==> src/rtl/ret_instruction.sv <==
// ret_instruction
// Return-from-subroutine unit. Pops the return address that the call unit
// pushed onto the downward-growing stack: reads stack RAM at sp+1 through a
// one-cycle-latency synchronous read port, then presents the restored PC and
// the incremented SP with a one-cycle done pulse. All outputs are registered.
//
// Ports
//   clk          rising-edge clock
//   rst_n        asynchronous active-low reset
//   start        return request, accepted only when not mid-operation
//   sp           current stack pointer, captured on the accepting edge
//   busy         high from the accepting edge until the edge that ends done
//   mem_rd_en    stack RAM read strobe
//   mem_addr     stack RAM read address (qualify with mem_rd_en)
//   mem_rd_data  stack RAM read data, valid the cycle after mem_rd_en
//   new_pc       restored return address
//   new_sp       stack pointer after the pop
//   done         one-cycle completion pulse
//   underflow    pulses with done when the stack was empty
module ret_instruction #(
  parameter int PC_W = 19,
  parameter int SP_W = 8,
  parameter logic [SP_W-1:0] SP_EMPTY = {SP_W{1'b1}}
) (
  input  logic            clk,
  input  logic            rst_n,
  input  logic            start,
  input  logic [SP_W-1:0] sp,
  output logic            busy,
  output logic            mem_rd_en,
  output logic [SP_W-1:0] mem_addr,
  input  logic [PC_W-1:0] mem_rd_data,
  output logic [PC_W-1:0] new_pc,
  output logic [SP_W-1:0] new_sp,
  output logic            done,
  output logic            underflow
);

  typedef enum logic [1:0] {
    IDLE,
    READ,
    WAIT,
    DONE
  } StateT;

  localparam logic [SP_W-1:0] SpOne = {{(SP_W-1){1'b0}}, 1'b1};

  StateT           r_state;
  logic [SP_W-1:0] r_spQ;
  logic            r_emptyPop;
  logic            r_busy;
  logic            r_memRdEn;
  logic [SP_W-1:0] r_memAddr;
  logic [PC_W-1:0] r_newPc;
  logic [SP_W-1:0] r_newSp;
  logic            r_done;
  logic            r_underflow;

  logic [SP_W-1:0] w_spInAddr;
  logic [SP_W-1:0] w_spQInc;
  logic            w_canAccept;

  assign w_spInAddr = sp + SpOne;
  assign w_spQInc   = r_spQ + SpOne;

  // DONE also accepts a new request so that start held high gives one
  // return every three cycles (two on underflow) instead of idling a cycle.
  assign w_canAccept = (r_state == IDLE) || (r_state == DONE);

  // An empty-stack pop skips READ and passes through WAIT with r_emptyPop
  // set, so its done pulse lands one edge after acceptance while new_pc and
  // new_sp are left untouched.
  always_ff @(posedge clk or negedge rst_n) begin
    if (!rst_n) begin
      r_state     <= IDLE;
      r_spQ       <= '0;
      r_emptyPop  <= 1'b0;
      r_busy      <= 1'b0;
      r_memRdEn   <= 1'b0;
      r_memAddr   <= '0;
      r_newPc     <= '0;
      r_newSp     <= SP_EMPTY;
      r_done      <= 1'b0;
      r_underflow <= 1'b0;
    end else begin
      r_done      <= 1'b0;
      r_underflow <= 1'b0;
      r_memRdEn   <= 1'b0;
      if (w_canAccept) begin
        if (start) begin
          r_spQ  <= sp;
          r_busy <= 1'b1;
          if (sp == SP_EMPTY) begin
            r_emptyPop <= 1'b1;
            r_state    <= WAIT;
          end else begin
            r_emptyPop <= 1'b0;
            r_memRdEn  <= 1'b1;
            r_memAddr  <= w_spInAddr;
            r_state    <= READ;
          end
        end else begin
          r_busy  <= 1'b0;
          r_state <= IDLE;
        end
      end else begin
        case (r_state)
          READ: begin
            r_state <= WAIT;
          end
          WAIT: begin
            if (r_emptyPop) begin
              r_underflow <= 1'b1;
            end else begin
              r_newPc <= mem_rd_data;
              r_newSp <= w_spQInc;
            end
            r_done  <= 1'b1;
            r_state <= DONE;
          end
          default: begin
            r_busy  <= 1'b0;
            r_state <= IDLE;
          end
        endcase
      end
    end
  end

  assign busy      = r_busy;
  assign mem_rd_en = r_memRdEn;
  assign mem_addr  = r_memAddr;
  assign new_pc    = r_newPc;
  assign new_sp    = r_newSp;
  assign done      = r_done;
  assign underflow = r_underflow;

endmodule
==> config.mk <==
export PLATFORM = sky130hd
export DESIGN_NAME = ret_instruction
export DESIGN_NICKNAME = d
export VERILOG_FILES = /design/src/rtl/ret_instruction.sv
export SDC_FILE = /design/constraint.sdc
export NUM_CORES = 1
export LEC_CHECK = 0
export CAP_MARGIN = 15
export CORE_UTILIZATION = 50
export DETAILED_ROUTE_END_ITERATION = 8
export GPL_TIMING_DRIVEN = 0
export HOLD_SLACK_MARGIN = 0.08
export MAX_ROUTING_LAYER = met4
export PLACE_DENSITY = 0.87
export SLEW_MARGIN = 20
export SYNTH_ARGS = -nofsm -noshare
export SYNTH_HDL_FRONTEND = slang
export SYNTH_SLANG_ARGS = --single-unit
==> constraint.sdc <==
create_clock -name clk -period 4.6 [get_ports clk]
set_clock_uncertainty 0.15 [all_clocks]
set_input_delay 0.92 -clock clk [delete_from_list [all_inputs] [get_ports clk]]
set_output_delay 0.92 -clock clk [all_outputs]
set_load 0.1 [all_outputs]
==> results.json, run 1 <==
{
  "cp_slowest_stage_delay_ns": 1.14,
  "cap_violations": 0,
  "cpMaxStageDelayCell": "clkdlybuf4s50_1",
  "grt_pass1_vias": 1601,
  "overflow": 0,
  "hold_viol": 0,
  "top_layer": "met4",
  "die_area_um2": 4690,
  "cp_data_required_time_ns": 3.53,
  "ys_top_cells_by_area": "dfrtp_1, nand2_1, dfstp_2, o21ai_0, ha_1",
  "min_period_ns": 3.05,
  "crit_end": "new_sp[4]",
  "cts.repair.resized": 0,
  "row_count": 23,
  "insertedDiodeCount": 0,
  "tns_ns": 0,
  "critPathBufInv": 1,
  "crit_chain": "clkdlybuf4s50_1",
  "reg2reg_from": "r_state[0]",
  "status": "finished, final reports clean",
  "synth_area_um2": 2210,
  "pin_count": 69,
  "via_per_inst": 5.04,
  "synth_top_cell_area_share": 0.476,
  "reg2regPathDepth": 7,
  "cp_max_fo": 2,
  "cts_tree": "yes",
  "synth.largest_area_cell": "dfrtp_1",
  "cts_buffers": 5,
  "place_congestion": 0.798,
  "clkSlewWorstSetupHoldPaths_ns": 0.08,
  "start_util": 0.537,
  "numPortBuffers": 67,
  "grt_start_max_net_pins": 32,
  "wl_met2_um": 2100,
  "numClockSinks": 50,
  "grt_usage": 0.222,
  "ys_seq_area_frac": 0.571,
  "met1_length_um": 1880,
  "drc": 0,
  "critPathLaunch": "new_sp[4]",
  "initialDrtViolationCount": 87,
  "yosys_warnings": 0,
  "syn_inst": 225,
  "wirelength_um": 4530,
  "wl_per_cell_um": 12.9,
  "wl_met3_um": 485,
  "ctsHoldBuffers": 0,
  "hold_class": "reg -> reg",
  "avgSynthCellArea_um2": 9.81,
  "setup.worst_path.class": "reg -> out",
  "grt_pass1_wl_um": 7200,
  "tightest_slew_ns": 0.986,
  "cp.depth": 1,
  "r2r_setup_slack_ns": 2.72,
  "drtPass1Iterations": 4,
  "synth_edf_count": 0,
  "synth-seq-cells": 50,
  "syn2layout_area_growth_pct": 38.0,
  "finalSetupViolCount": 0,
  "drive_above_1_share": 0.116,
  "finalMaxSlewViolations": 0,
  "cp-start-kind": "flip-flop",
  "arrival_ns": 1.98,
  "h-tree-depth": 2,
  "reg2reg_to": "mem_addr[4]",
  "fmax_ghz": 0.327,
  "async_flop_share": 1.00,
  "antenna_found_initial": 0,
  "endpoint_kind": "output pin",
  "ys_types": 38,
  "rsz0062_at_grt": "false",
  "coreArea_um2": 4120,
  "clock_latency_ns": 0.31,
  "syn-num-nets": 259,
  "die_y_um": 68.5,
  "routed-via-count": 1769,
  "cts_setup_buffers": 0,
  "hpwl_um": 3390,
  "nNetsFinal": 334,
  "crit_family": "buffers and inverters",
  "synth_flop_cell": "dfrtp_1",
  "slew_headroom": 0.340,
  "cts.path.max_buffers": 2,
  "cts_root_buffer": "clkbuf_8",
  "period_share": 0.664,
  "ant_nets": 0,
  "die_w_um": 68.5
}
## registers in the layout, summed over array words and instances, names as in the netlist
| register | count |
|---|---|
| busy | 1 |
| done | 1 |
| mem_addr | 8 |
| mem_rd_en | 1 |
| new_pc | 19 |
| new_sp | 8 |
| r_emptyPop | 1 |
| r_spQ | 8 |
| r_state | 2 |
| underflow | 1 |
## worst min-delay path by stage
stage / start / end / slack [ns] / cells after the start
after detailed placement: new_sp[1] / new_sp[1] / 0.31 / 2
after global placement: new_sp[1] / new_sp[1] / 0.30 / 2
after global routing: new_sp[1] / new_sp[1] / 0.33 / 2
after floorplan: r_spQ[0] / new_sp[0] / 0.30 / 1
final: new_sp[1] / new_sp[1] / 0.32 / 2
after CTS: new_sp[1] / new_sp[1] / 0.32 / 2
## cell usage after synthesis, types with 2 or more instances
master	n
xnor2_1	2
ha_1	4
or3_1	3
nand2_1	92
o211ai_1	2
buf_6	4
nand3_1	6
o21ai_0	12
mux2_2	3
mux2i_1	2
or4_1	2
xor2_1	3
nor2_1	3
dfstp_2	8
nand4_1	3
buf_2	3
a31oi_1	3
inv_1	9
dfrtp_1	42
## layout make-up
type,instances,area (um^2)
Timing Repair Buffer,68,686
Sequential cell,50,1260
Fill cell,317,1070
Tap cell,50,62.6
Inverter,9,33.8
Multi-Input combinational cell,157,845
Clock buffer,7,86.3
Clock inverter,1,5.00
Buffer,9,68.8
## metrics by stage
step	instance area [um^2]	worst slack, ns	utilization	hold WS, ns	std cells
floorplan	2210	2.49	-	0.302	225
global placement	2940	1.11	0.715	0.301	342
detailed placement	2960	1.76	0.718	0.305	343
CTS	3050	1.53	0.741	0.319	351
global route	3050	1.49	0.741	0.328	351
finish	3050	1.55	0.741	0.317	351
## cells in the final DEF, fill, tap and decap left out, types with 4 or more instances in the layout
cell,netlist,routed
nand3_1,6,6
buf_6,4,4
buf_2,3,4
inv_1,9,9
clkdlybuf4s50_1,0,66
ha_1,4,4
o21ai_0,12,12
clkbuf_8,0,6
nand2_1,92,92
dfstp_2,8,8
dfrtp_1,42,42
## layer usage
layer	vias to the layer above	global-route usage
met5	-	-
met4	0	0.0781
met3	7	0.0833
met2	69	0.363
met1	806	0.248
li1	887	-
## cell families (layout without fill, tap and decap cells)
family          after synthesis  count (layout)  share of synthesized area
simple gates                119             119                      0.243
flops                        50              50                      0.571
compound gates               24              24                     0.0731
buf+inv                      18              94                     0.0465
xor+xnor                      5               5                     0.0198
mux                           5               5                     0.0244
fa+ha+maj                     4               4                     0.0227
## worst reg2reg max path, cell delays in order, from the launching register on
cell and delay (ns):
dfrtp_1 0.36, inv_1 0.08, ha_1 0.24, buf_6 0.14, and2_1 0.17, buf_2 0.19, o2bb2ai_1 0.15, a221o_1 0.29
Power of run 1 is left out: the tool's default activity adds up to more than one toggle a clock period on the data nets, which glitch-free logic cannot reach.
==> run 2: changes to the inputs <==
CORE_UTILIZATION = 42   (was 50)
PLACE_DENSITY = 0.78   (was 0.87)
clock period = 2.7 ns   (was 4.6 ns; I/O delays follow)
==> results.json, run 2 (synthesis results as in run 1) <==
{
  "drive_above_1_share": 0.119,
  "cp-start-kind": "flip-flop",
  "numPortBuffers": 67,
  "critPathBufInv": 1,
  "setup.worst_path.class": "reg -> out",
  "hold_viol": 0,
  "crit_chain": "clkdlybuf4s50_1",
  "min_period_ns": 2.66,
  "endpoint_kind": "output pin",
  "coreArea_um2": 5070,
  "grt_pass1_vias": 1708,
  "cpMaxStageDelayCell": "clkdlybuf4s50_1",
  "cts_root_buffer": "clkbuf_8",
  "die_y_um": 74.5,
  "die_area_um2": 5550,
  "place_area_um2": 2980,
  "cts_tree": "yes",
  "via_per_inst": 4.82,
  "cts.path.max_buffers": 2,
  "crit_family": "buffers and inverters",
  "rsz0062_at_grt": "false",
  "grt_pass1_wl_um": 7390,
  "layout_commonest_cell": "nand2_1",
  "status": "finished, final reports clean",
  "cp_max_fo": 2,
  "grt_usage": 0.180,
  "wl_per_cell_um": 12.1,
  "finalMaxSlewViolations": 0,
  "drc": 0,
  "syn2layout_area_growth_pct": 40.3,
  "start_util": 0.435,
  "h-tree-depth": 2,
  "fmax_ghz": 0.376,
  "pin_count": 69,
  "drtPass1Iterations": 4,
  "overflow": 0,
  "numClockSinks": 50,
  "clkSlewWorstSetupHoldPaths_ns": 0.09,
  "cp_data_required_time_ns": 2.01,
  "grt_start_max_net_pins": 32,
  "nNetsFinal": 335,
  "initialDrtViolationCount": 73,
  "cap_violations": 0,
  "finalSetupViolCount": 0,
  "cts_buffers": 5,
  "layout_common_cells": "nand2_1, clkdlybuf4s50_1, dfrtp_1, o21ai_0, inv_1",
  "row_count": 26,
  "routed-via-count": 1793,
  "die_w_um": 74.5,
  "clock_latency_ns": 0.29,
  "hold_class": "reg -> reg",
  "cp_slowest_stage_delay_ns": 1.13,
  "period_share": 0.985,
  "tightest_slew_ns": 0.988,
  "arrival_ns": 1.97,
  "wirelength_um": 4500,
  "slew_headroom": 0.340,
  "hpwl_um": 3340,
  "antenna_found_initial": 0,
  "ant_nets": 0,
  "final_cell_area_um2": 3100,
  "insertedDiodeCount": 0,
  "place_congestion": 0.760,
  "largest_register_ff_count": 19
}
==> run 2: path summary, 6_finish.rpt <==
kind,from,to,cells past startpoint,slack [ns]
hold / removal,new_sp[1],new_sp[1],2,0.31
min in group asynchronous,rst_n,mem_rd_en,2,0.57
hold reg to reg,new_sp[1],new_sp[1],2,0.31
setup reg to reg,r_state[0],mem_addr[4],7,0.81
setup / recovery,new_sp[5],new_sp[5],1,0.04
max in group asynchronous,rst_n,new_sp[7],3,1.23
==> run 2: per-layer routing <==
layer / routed length, um / global-route usage
met1: 1970 / 0.214
met5: 0 / -
met3: 252 / 0.0434
met2: 2210 / 0.301
met4: 63 / 0.0566
==> run 2: what timing repair did <==
| item | CTS | global route |
|---|---|---|
| hold endpoints to repair | 14 | 0 |
| endpoints found under the setup margin | 0 | 5 |
| resized for setup | 0 | 5 |
| hold buffers | 1 | 0 |
| buffers inserted | 0 | 0 |
==> run 2: per-stage QoR <==
step	setup TNS, ns	setup WS (ns)	util	hold WS (ns)	instances
2_1_floorplan	0	0.904	-	0.0944	225
3_3_place_gp	-20.74	-0.496	0.585	0.298	362
3_5_place_dp	0	0.216	0.588	0.299	363
4_1_cts	0	0.0152	0.608	0.312	372
5_1_grt	0	0.00103	0.611	0.338	372
6_report	0	0.0392	0.611	0.307	372
==> run 2: layout make-up <==
type	instances	area (um^2)
Fill cell	460	1980
Buffer	9	68.8
Inverter	9	33.8
Clock buffer	6	82.6
Timing Repair Buffer	69	708
Clock inverter	2	12.5
Multi-Input combinational cell	157	845
Sequential cell	50	1260
Tap cell	70	87.6
Power of run 2 is left out for the same reason.
